## config.mk

```make
export PLATFORM = sky130hd
export DESIGN_NAME = exc_sequencer_flat
export DESIGN_NICKNAME = d
export VERILOG_FILES = /design/src/rtl/exc_sequencer_if.sv /design/src/rtl/exc_sequencer.sv /design/src/flat_wrapper.sv
export SDC_FILE = /design/constraint.sdc
export NUM_CORES = 1
export LEC_CHECK = 0
export CAP_MARGIN = 0
export CORE_MARGIN = 3
export CORE_UTILIZATION = 39
export DETAILED_ROUTE_END_ITERATION = 16
export PLACE_DENSITY = 0.76
export SLEW_MARGIN = 40
export SYNTH_ARGS = -nofsm -noshare
export SYNTH_HDL_FRONTEND = slang
export SYNTH_SLANG_ARGS = --single-unit
```

## constraint.sdc

```tcl
create_clock -name clk -period 2.15 [get_ports clk]
set_input_delay 0.43 -clock clk [delete_from_list [all_inputs] [get_ports clk]]
set_output_delay 0.43 -clock clk [all_outputs]
set_load 0.01 [all_outputs]
```

## src/rtl/exc_sequencer_if.sv

```systemverilog
// exc_sequencer_if: request inputs and redirect/flush/save outputs of the exception sequencer
interface exc_sequencer_if;
    logic        irq;
    logic        illop;
    logic        jr_k0;
    logic        branch_taken;
    logic        stall;
    logic [31:0] IF_ID_PC;
    logic        pcsrc_ovr_valid;
    logic [2:0]  pcsrc_ovr;
    logic        flush_IF_ID;
    logic        flush_ID_EX;
    logic        xp_write;
    logic [31:0] xp_data;
    logic        kernel;
    logic        irq_ack;
    logic        err;
    modport master (
        output irq, illop, jr_k0, branch_taken, stall, IF_ID_PC,
        input  pcsrc_ovr_valid, pcsrc_ovr, flush_IF_ID, flush_ID_EX, xp_write, xp_data, kernel, irq_ack, err
    );
    modport slave (
        input  irq, illop, jr_k0, branch_taken, stall, IF_ID_PC,
        output pcsrc_ovr_valid, pcsrc_ovr, flush_IF_ID, flush_ID_EX, xp_write, xp_data, kernel, irq_ack, err
    );
endinterface

```

## src/rtl/exc_sequencer.sv

```systemverilog
// exc_sequencer: takes illop/irq into a kernel handler, saving the return PC in $26
module exc_sequencer (
    input  logic           clk,
    input  logic           reset,
    exc_sequencer_if.slave bus
);
    localparam logic [2:0] IDLE   = 3'd0;
    localparam logic [2:0] DEFER  = 3'd1;
    localparam logic [2:0] ENTER  = 3'd2;
    localparam logic [2:0] KERNEL = 3'd3;
    localparam logic [2:0] RETURN = 3'd4;
    logic [2:0]  state;
    logic        cause;
    logic        kernel_q;
    logic        err_q;
    logic [31:0] epc;
    logic        req;
    logic        blocked;
    logic        enter;
    assign req     = bus.illop | bus.irq;
    assign blocked = bus.branch_taken | bus.stall;
    assign enter   = state == ENTER;
    // sequencing, cause/epc capture on the way into ENTER, kernel and sticky err flags
    always_ff @(posedge clk) begin
        if (reset) begin
            state    <= IDLE;
            cause    <= 1'b0;
            kernel_q <= 1'b0;
            err_q    <= 1'b0;
            epc      <= 32'd0;
        end else begin
            err_q <= err_q | (bus.illop & kernel_q);
            case (state)
                IDLE, DEFER: begin
                    if (!req || kernel_q) state <= IDLE;
                    else if (blocked) state <= DEFER;
                    else begin
                        state <= ENTER;
                        cause <= bus.illop;
                        epc   <= bus.IF_ID_PC + (bus.illop ? 32'd4 : 32'd0);
                    end
                end
                ENTER: begin
                    state    <= KERNEL;
                    kernel_q <= 1'b1;
                end
                KERNEL: state <= (bus.jr_k0 && !bus.stall) ? RETURN : KERNEL;
                RETURN: begin
                    state    <= IDLE;
                    kernel_q <= 1'b0;
                end
                default: state <= IDLE;
            endcase
        end
    end
    assign bus.pcsrc_ovr_valid = enter;
    assign bus.pcsrc_ovr       = enter ? (cause ? 3'b100 : 3'b101) : 3'b000;
    assign bus.flush_IF_ID     = enter;
    assign bus.flush_ID_EX     = enter;
    assign bus.xp_write        = enter;
    assign bus.xp_data         = epc;
    assign bus.irq_ack         = enter & ~cause;
    assign bus.kernel          = kernel_q;
    assign bus.err             = err_q;
endmodule

```

## src/flat_wrapper.sv

```systemverilog
// flat-port wrapper written by rule: the top's interface ports become plain ports
module exc_sequencer_flat 
  (clk, reset, bus_irq, bus_illop, bus_jr_k0, bus_branch_taken, bus_stall, bus_IF_ID_PC, bus_pcsrc_ovr_valid, bus_pcsrc_ovr, bus_flush_IF_ID, bus_flush_ID_EX, bus_xp_write, bus_xp_data, bus_kernel, bus_irq_ack, bus_err);
  exc_sequencer_if bus_i ();
  input  logic clk;
  input  logic reset;
  input wire logic [$bits(bus_i.irq)-1:0] bus_irq;
  input wire logic [$bits(bus_i.illop)-1:0] bus_illop;
  input wire logic [$bits(bus_i.jr_k0)-1:0] bus_jr_k0;
  input wire logic [$bits(bus_i.branch_taken)-1:0] bus_branch_taken;
  input wire logic [$bits(bus_i.stall)-1:0] bus_stall;
  input wire logic [$bits(bus_i.IF_ID_PC)-1:0] bus_IF_ID_PC;
  output wire logic [$bits(bus_i.pcsrc_ovr_valid)-1:0] bus_pcsrc_ovr_valid;
  output wire logic [$bits(bus_i.pcsrc_ovr)-1:0] bus_pcsrc_ovr;
  output wire logic [$bits(bus_i.flush_IF_ID)-1:0] bus_flush_IF_ID;
  output wire logic [$bits(bus_i.flush_ID_EX)-1:0] bus_flush_ID_EX;
  output wire logic [$bits(bus_i.xp_write)-1:0] bus_xp_write;
  output wire logic [$bits(bus_i.xp_data)-1:0] bus_xp_data;
  output wire logic [$bits(bus_i.kernel)-1:0] bus_kernel;
  output wire logic [$bits(bus_i.irq_ack)-1:0] bus_irq_ack;
  output wire logic [$bits(bus_i.err)-1:0] bus_err;
  assign bus_i.irq = bus_irq;
  assign bus_i.illop = bus_illop;
  assign bus_i.jr_k0 = bus_jr_k0;
  assign bus_i.branch_taken = bus_branch_taken;
  assign bus_i.stall = bus_stall;
  assign bus_i.IF_ID_PC = bus_IF_ID_PC;
  assign bus_pcsrc_ovr_valid = bus_i.pcsrc_ovr_valid;
  assign bus_pcsrc_ovr = bus_i.pcsrc_ovr;
  assign bus_flush_IF_ID = bus_i.flush_IF_ID;
  assign bus_flush_ID_EX = bus_i.flush_ID_EX;
  assign bus_xp_write = bus_i.xp_write;
  assign bus_xp_data = bus_i.xp_data;
  assign bus_kernel = bus_i.kernel;
  assign bus_irq_ack = bus_i.irq_ack;
  assign bus_err = bus_i.err;
  exc_sequencer u_core (.clk(clk), .reset(reset), .bus(bus_i));
endmodule
```

==> results of run 1 <==
-- tightest hold or removal path, stage by stage (launching register included) --
cell     delay [ps]
dfxtp_1         310
nand2_1          50
a21oi_1          50
-- routing by layer --
metal  GRT usage [%]  wire [µm]
met1            25.4       2770
met5               0          0
met2            38.3       3540
met3            4.54        470
met4            8.42        145
-- cell usage after synthesis, types with 7 or more instances --
library cell / instances / area [µm²]
inv_1: 10 / 37.5
nand3_1: 10 / 50.1
a21oi_1: 8 / 40.0
nor4_1: 11 / 68.8
nor3_1: 9 / 45.0
xnor2_1: 8 / 70.1
nor2_1: 28 / 105
dfxtp_1: 38 / 761
a211oi_1: 17 / 128
nand2_1: 19 / 71.3
and4_1: 7 / 61.3
clkbuf_1: 11 / 41.3
nand4_1: 8 / 50.1
a311oi_1: 11 / 96.3
-- through the flow --
step                cells  hold slack (ps)  cell area [µm²]  worst slack (ps)
floorplan             256              437             2090              15.0
global placement      437              442             3290              -528
CTS                   447              463             3470              3.56
finish                449              459             3540              61.4
detailed placement    437              452             3290              -616
global route          449              488             3540             -13.8
-- where the power goes --
part           switching [mW]  total, mW  leakage (nW)  internal (mW)
Sequential             0.0294      0.783         0.312          0.754
Combinational           0.213      0.483          1.03          0.270
Clock                   0.261      0.756        0.0714          0.495
-- cells by family (layout without fill, tap and decap cells) --
| logic type | count (synthesis) | after routing | synth area share, % |
|---|---|---|---|
| DFF | 38 | 38 | 36.5 |
| other | 1 | 1 | 0.180 |
| adders and majority gates | 2 | 2 | 1.20 |
| AOI/OAI and AO/OA | 54 | 54 | 18.8 |
| buffers and inverters | 30 | 156 | 6.60 |
| and+or+nand+nor | 120 | 120 | 32.1 |
| xor gates and xnor gates | 11 | 11 | 4.62 |
-- sequential cells by signal, indices dropped and copies added (netlist names) --
signal and flops:
u_core.state 3, u_core.bus.err 1, u_core.bus.kernel 1, u_core.bus.xp_data 32, u_core.cause 1
-- final cells by class --
type	instances	area (µm²)	share of cell area (%)
Timing Repair Buffer	138	1270	35.9
Multi-Input combinational cell	188	1240	35.1
Sequential cell	38	762	21.5
Tap cell	67	83.8	2.37
Clock buffer	6	82.6	2.33
Clock inverter	2	60.1	1.69
Inverter	10	37.5	1.06
-- worst paths after layout --
kind | end | slack, ps | cells after the start
setup / recovery | u_core.bus.xp_data[29] | 60 | 6
hold / removal | u_core.cause | 460 | 2
setup reg to reg | u_core.bus.xp_data[25] | 410 | 5
hold reg to reg | u_core.cause | 460 | 2
-- timing repair --
item | in CTS | in global routing
gates resized for setup | 12 | 16
pin swaps | 7 | 5
buffers inserted | 2 | 2
hold endpoints to repair | 0 | 0
setup endpoints to repair | 15 | 8
==> impl_results.md, run 1 <==
- Run status: finished, final reports clean
- Most frequent cells in the layout: clkdlybuf4s50_1 (64), buf_4 (57), dfxtp_1 (37), nor2_1 (28), nand2_1 (19)
- Worst Clk Skew: 3.58 ps
- CP endpoint kind: flop
- Chip width: between 70 and 80 µm
- Fin crit share: a little over nine tenths
- Worst EP arrival: 2300 ps
- Initial core utilization: 42.2%
- Clock Tree Root: clkbuf_8
- Final GP Congestion: between 0.8 and 0.9
- Worst skew pair latency: about 290 ps
- Crit-path max FO: 7
- Critical R2R Launch: u_core.bus.kernel
- Critical Path Start: bus_IF_ID_PC[2]
- Post-Synthesis Cells: roughly 260
- Critical path startpoint category: input pin
- Seq cells post-synth: 38
- Core Area: between 4000 and 5000 µm²
- Avg WL per Cell: 15.4 µm
- Dpl hpwl: roughly 5000 µm
- DRC violations left: 0
- Vias/cell: 5.54
- CP max-delay cell: or4_4
- Final hold viol count: 0
- Die area: approximately 6300 µm²
- CP Data Required Time: roughly 2400 ps
- Main synth FF type: dfxtp_1
- Clk slew on worst S/H paths: ~80 ps
- Avg Cell Area, Syn: between 8 and 9 µm²
- CP Cell Sequence: dlygate4sd2_1 > ha_4 > nand3_2 > or4_4 > or4_1 > a311oi_1
- HP Class: flop to flop
- Hold Buf Count CTS: 0
- Die Y: approximately 80 µm
- Mapped Nets: slightly below 300
- Antenna fix cells: 0
- Crit path kind: input pin to flop
- DRT Pass-1 Iters: 4
- CTS max path bufs: 2
- Family with the most delay on the worst path: simple AND/OR/NAND/NOR gates
- Most common cell after layout, fill and taps aside: clkdlybuf4s50_1
- Max Cap Viol: 0
- WP buf/inv: 1
- Warnings from Yosys: 0
- FMAX: about 0.48 GHz
- Vias in the first global route: 2352
- I/O pin count: 81
- Initial antenna violation count: 0
- H-tree depth: 2
- Max stage delay on crit path: approximately 600 ps
- Leak pwr: 1.41 nW
- Fin crit period: roughly 2100 ps
- CTS Buf Count: 5
- Fin util: between 70% and 80%
- Hold path startpoint: u_core.cause
- Synth unique cells: between 40 and 50
- TNS Setup: 0 ps
- Fill count: between 400 and 500
- Overall Power: 2.02 mW
- Max VDD drop: between 0.3 and 0.4 mV
- Clock sink count: 38
- EDFF count, synth: 0
- NumNets Final: ~420
- Detail Route Antenna Nets: 0
- Seq/Total Area, Yosys: a little over a third
- Initial DRC Count: roughly 170
- Slew Viols, Final: 0
- # setup viols final: 0
- Largest net degree at the start of global routing: 28
- TritonCTS clock tree: yes
- Pwr/cell area: about 570 nW/µm²
- Routed WL: between 6000 and 7000 µm
- Cell Area, Synth: between 2000 and 2500 µm²
- First-pass GRT wire length: 10900 µm
- Global route total overflow: 0
- P&R area growth vs syn: 70.0%
- FFs w/ async S/R, synth: 0%
- Via count: 2489
- Share of cells above drive strength 1: between 20% and 30%
- # rows: 25
- GRT Overall Usage: roughly 22%
- Port bufs: 79
(Power assumes the default switching activity.)
==> run 2, diff against run 1 <==
Settings changed: CORE_UTILIZATION 39 to 38, PLACE_DENSITY 0.76 to 0.74.
==> run 2 against run 1 <==
Compared with the run above:
- clock skew increased by 1.4 ps
- hold slack got worse by 1.4 ps
- final cell count decreased by 0.89%
- non-clock buffer count decreased by 7
- highest routed layer unchanged
==> impl_results.md, run 2 (synthesized netlist as in run 1, its figures left out) <==
- First-pass GRT wire length: 10300 µm (-5.5%)
- DRC violations left: 0 (unchanged)
- CP endpoint kind: primary output
- Crit-path max FO: 7 (unchanged)
- Place WS: -506 ps (+110 ps)
- Max Cap Viol: 0 (unchanged)
- Routed WL: 6620 µm (-4.4%)
- Hold Buf Count CTS: 0 (unchanged)
- Antenna fix cells: 0 (unchanged)
- HP Class: flop to flop
- Met2 Wirelength: 3300 µm (-6.8%)
- Critical path startpoint category: flop
- FMAX: 0.481 GHz (+0.44%)
- Clock Tree Root: clkbuf_8
- DRT Pass-1 Iters: 4 (unchanged)
- Most common cell after layout, fill and taps aside: clkdlybuf4s50_1
- CTS max path bufs: 2 (unchanged)
- Dpl hpwl: 4840 µm (-3.6%)
- Worst EP arrival: 1650 ps (-650 ps)
- Slew Viols, Final: 0 (unchanged)
- Crit path kind: flop to primary output
- Fin crit period: 2080 ps (-9.21 ps)
- Fill count: 436 (+3.6%)
- Final hold viol count: 0 (unchanged)
- Port bufs: 79 (unchanged)
- Pwr/cell area: 535 nW/µm² (-6.3%)
- DR top layer: met4
- Fin util: 67.3% (-4.4 points)
- Worst skew pair latency: 300 ps (about the same)
- Core Area: 5200 µm² (+5.3%)
- # rows: 26 (+4.0%)
- WL met3: 487 µm (+3.6%)
- CP Cell Sequence: nor3b_4 > nor2b_2 > clkdlybuf4s50_1
- Max VDD drop: 0.319 mV (-2.5%)
- Most frequent cells in the layout: clkdlybuf4s50_1 (66), buf_4 (49), dfxtp_1 (37), nor2_1 (28), nand2_1 (19)
- I/O pin count: 81 (unchanged)
- Non-Filler Instances: 445 (-0.89%)
- # setup viols final: 0 (unchanged)
- Avg WL per Cell: 14.9 µm (-3.5%)
- Chip width: 80.1 µm (+1.2%)
- Max FFs per register: 32 (unchanged)
- Fin crit share: 96.7% (-0.43 points)
- P&R area growth vs syn: 68.1%
- Run status: finished, final reports clean
- Clk slew on worst S/H paths: 70 ps (about the same)
- WP buf/inv: 1 (unchanged)
- Initial core utilization: 40.0% (-2.1 points)
- Final setup margin: 70.6 ps (+9.21 ps)
- NumNets Final: 415 (-1.7%)
- Family with the most delay on the worst path: buffers and inverters
- Die Y: 80.1 µm (+1.2%)
- CTS Buf Count: 5 (unchanged)
- Placed cell count: 434 (-0.69%)
- Worst Clk Skew: 5.03 ps (+1.45 ps)
- Global route total overflow: 0 (unchanged)
- TNS Setup: 0 ps (unchanged)
- Largest net degree at the start of global routing: 33 (+18%)
- Max stage delay on crit path: 550 ps (-50 ps)
- Die area: 6410 µm² (+2.4%)
- GRT Overall Usage: 20.5% (-1.2 points)
- Met1 WL: 2730 µm (-1.4%)
- Share of cells above drive strength 1: 22.1% (-0.64 points)
- H-tree depth: 2 (unchanged)
- CP Data Required Time: 1720 ps (-640 ps)
- CP max-delay cell: clkdlybuf4s50_1
- Initial DRC Count: 88 (-47%)
- Vias in the first global route: 2198 (-6.5%)
- Clock sink count: 38 (unchanged)
- Vias/cell: 5.38 (-3.0%)
- Initial antenna violation count: 0 (unchanged)
- Final GP Congestion: 0.870 (+2.0%)
- Leak pwr: 1.37 nW (-3.1%)
- TritonCTS clock tree: yes
- Detail Route Antenna Nets: 0 (unchanged)
- Via count: 2394 (-3.8%)
[run 2: cell count changes in the layout (fill, tap and decap cells not counted), sizes merged]
| cell | previous run | this run |
|---|---|---|
| buf | 59 | 52 |
| clkinv | 0 | 2 |
| dlygate4sd2 | 3 | 1 |
| clkdlybuf4s50 | 64 | 66 |
| clkbuf | 6 | 5 |
| bufinv | 2 | 1 |
[run 2: path summary, 6_finish.rpt]
check / from / endpoint / slack (ps) / cells past startpoint
setup / recovery: u_core.state[2] / bus_pcsrc_ovr[0] / 70 / 3
hold / removal: u_core.bus.xp_data[0] / u_core.bus.xp_data[0] / 460 / 2
setup reg to reg: u_core.state[2] / u_core.bus.xp_data[30] / 500 / 5
hold reg to reg: u_core.bus.xp_data[0] / u_core.bus.xp_data[0] / 460 / 2
[run 2: report_power, final]
part           switching [mW]  internal [mW]  leakage, nW
Clock                   0.262          0.341       0.0579
Sequential             0.0319          0.754        0.312
Combinational           0.211          0.273        0.997
Total                   0.505           1.37         1.37
[run 2: layout make-up]
type / instances / area, µm² / share of cell area [%]
clock inverters: 3 / 40.0 / 1.14
flip-flops and latches: 38 / 762 / 21.8
multi-input cells: 188 / 1260 / 36.0
well taps: 70 / 87.6 / 2.50
inverters: 10 / 37.5 / 1.07
clock buffers: 5 / 68.8 / 1.96
repair buffers: 131 / 1240 / 35.5
[run 2: what timing repair did]
action | CTS | global route
endpoints found under the setup margin | 18 | 8
resized for setup | 10 | 19
endpoints found under the hold margin | 0 | 0
pin swaps | 7 | 7
setup buffers | 1 | 2
[run 2: per-stage QoR]
| stage | area [µm²] | hold slack (ps) | power (mW) |
|---|---|---|---|
| after floorplan | 2090 | 437 | 0.978 |
| after global placement | 3270 | 444 | 1.27 |
| after detailed placement | 3270 | 452 | 1.27 |
| after CTS | 3430 | 463 | 1.88 |
| after global routing | 3500 | 492 | 1.95 |
| final | 3500 | 458 | 1.87 |
[run 2: metal layers]
metal	vias up	global-route usage (%)
li1	1197	-
met1	1098	24.7
met2	90	35.5
met3	9	4.71
met4	0	7.09
met5	-	0
[run 2: worst min-delay path: stages, from the launching register on]
cell,delay (ps)
dfxtp_1,310
nand2_1,50
a21oi_1,50
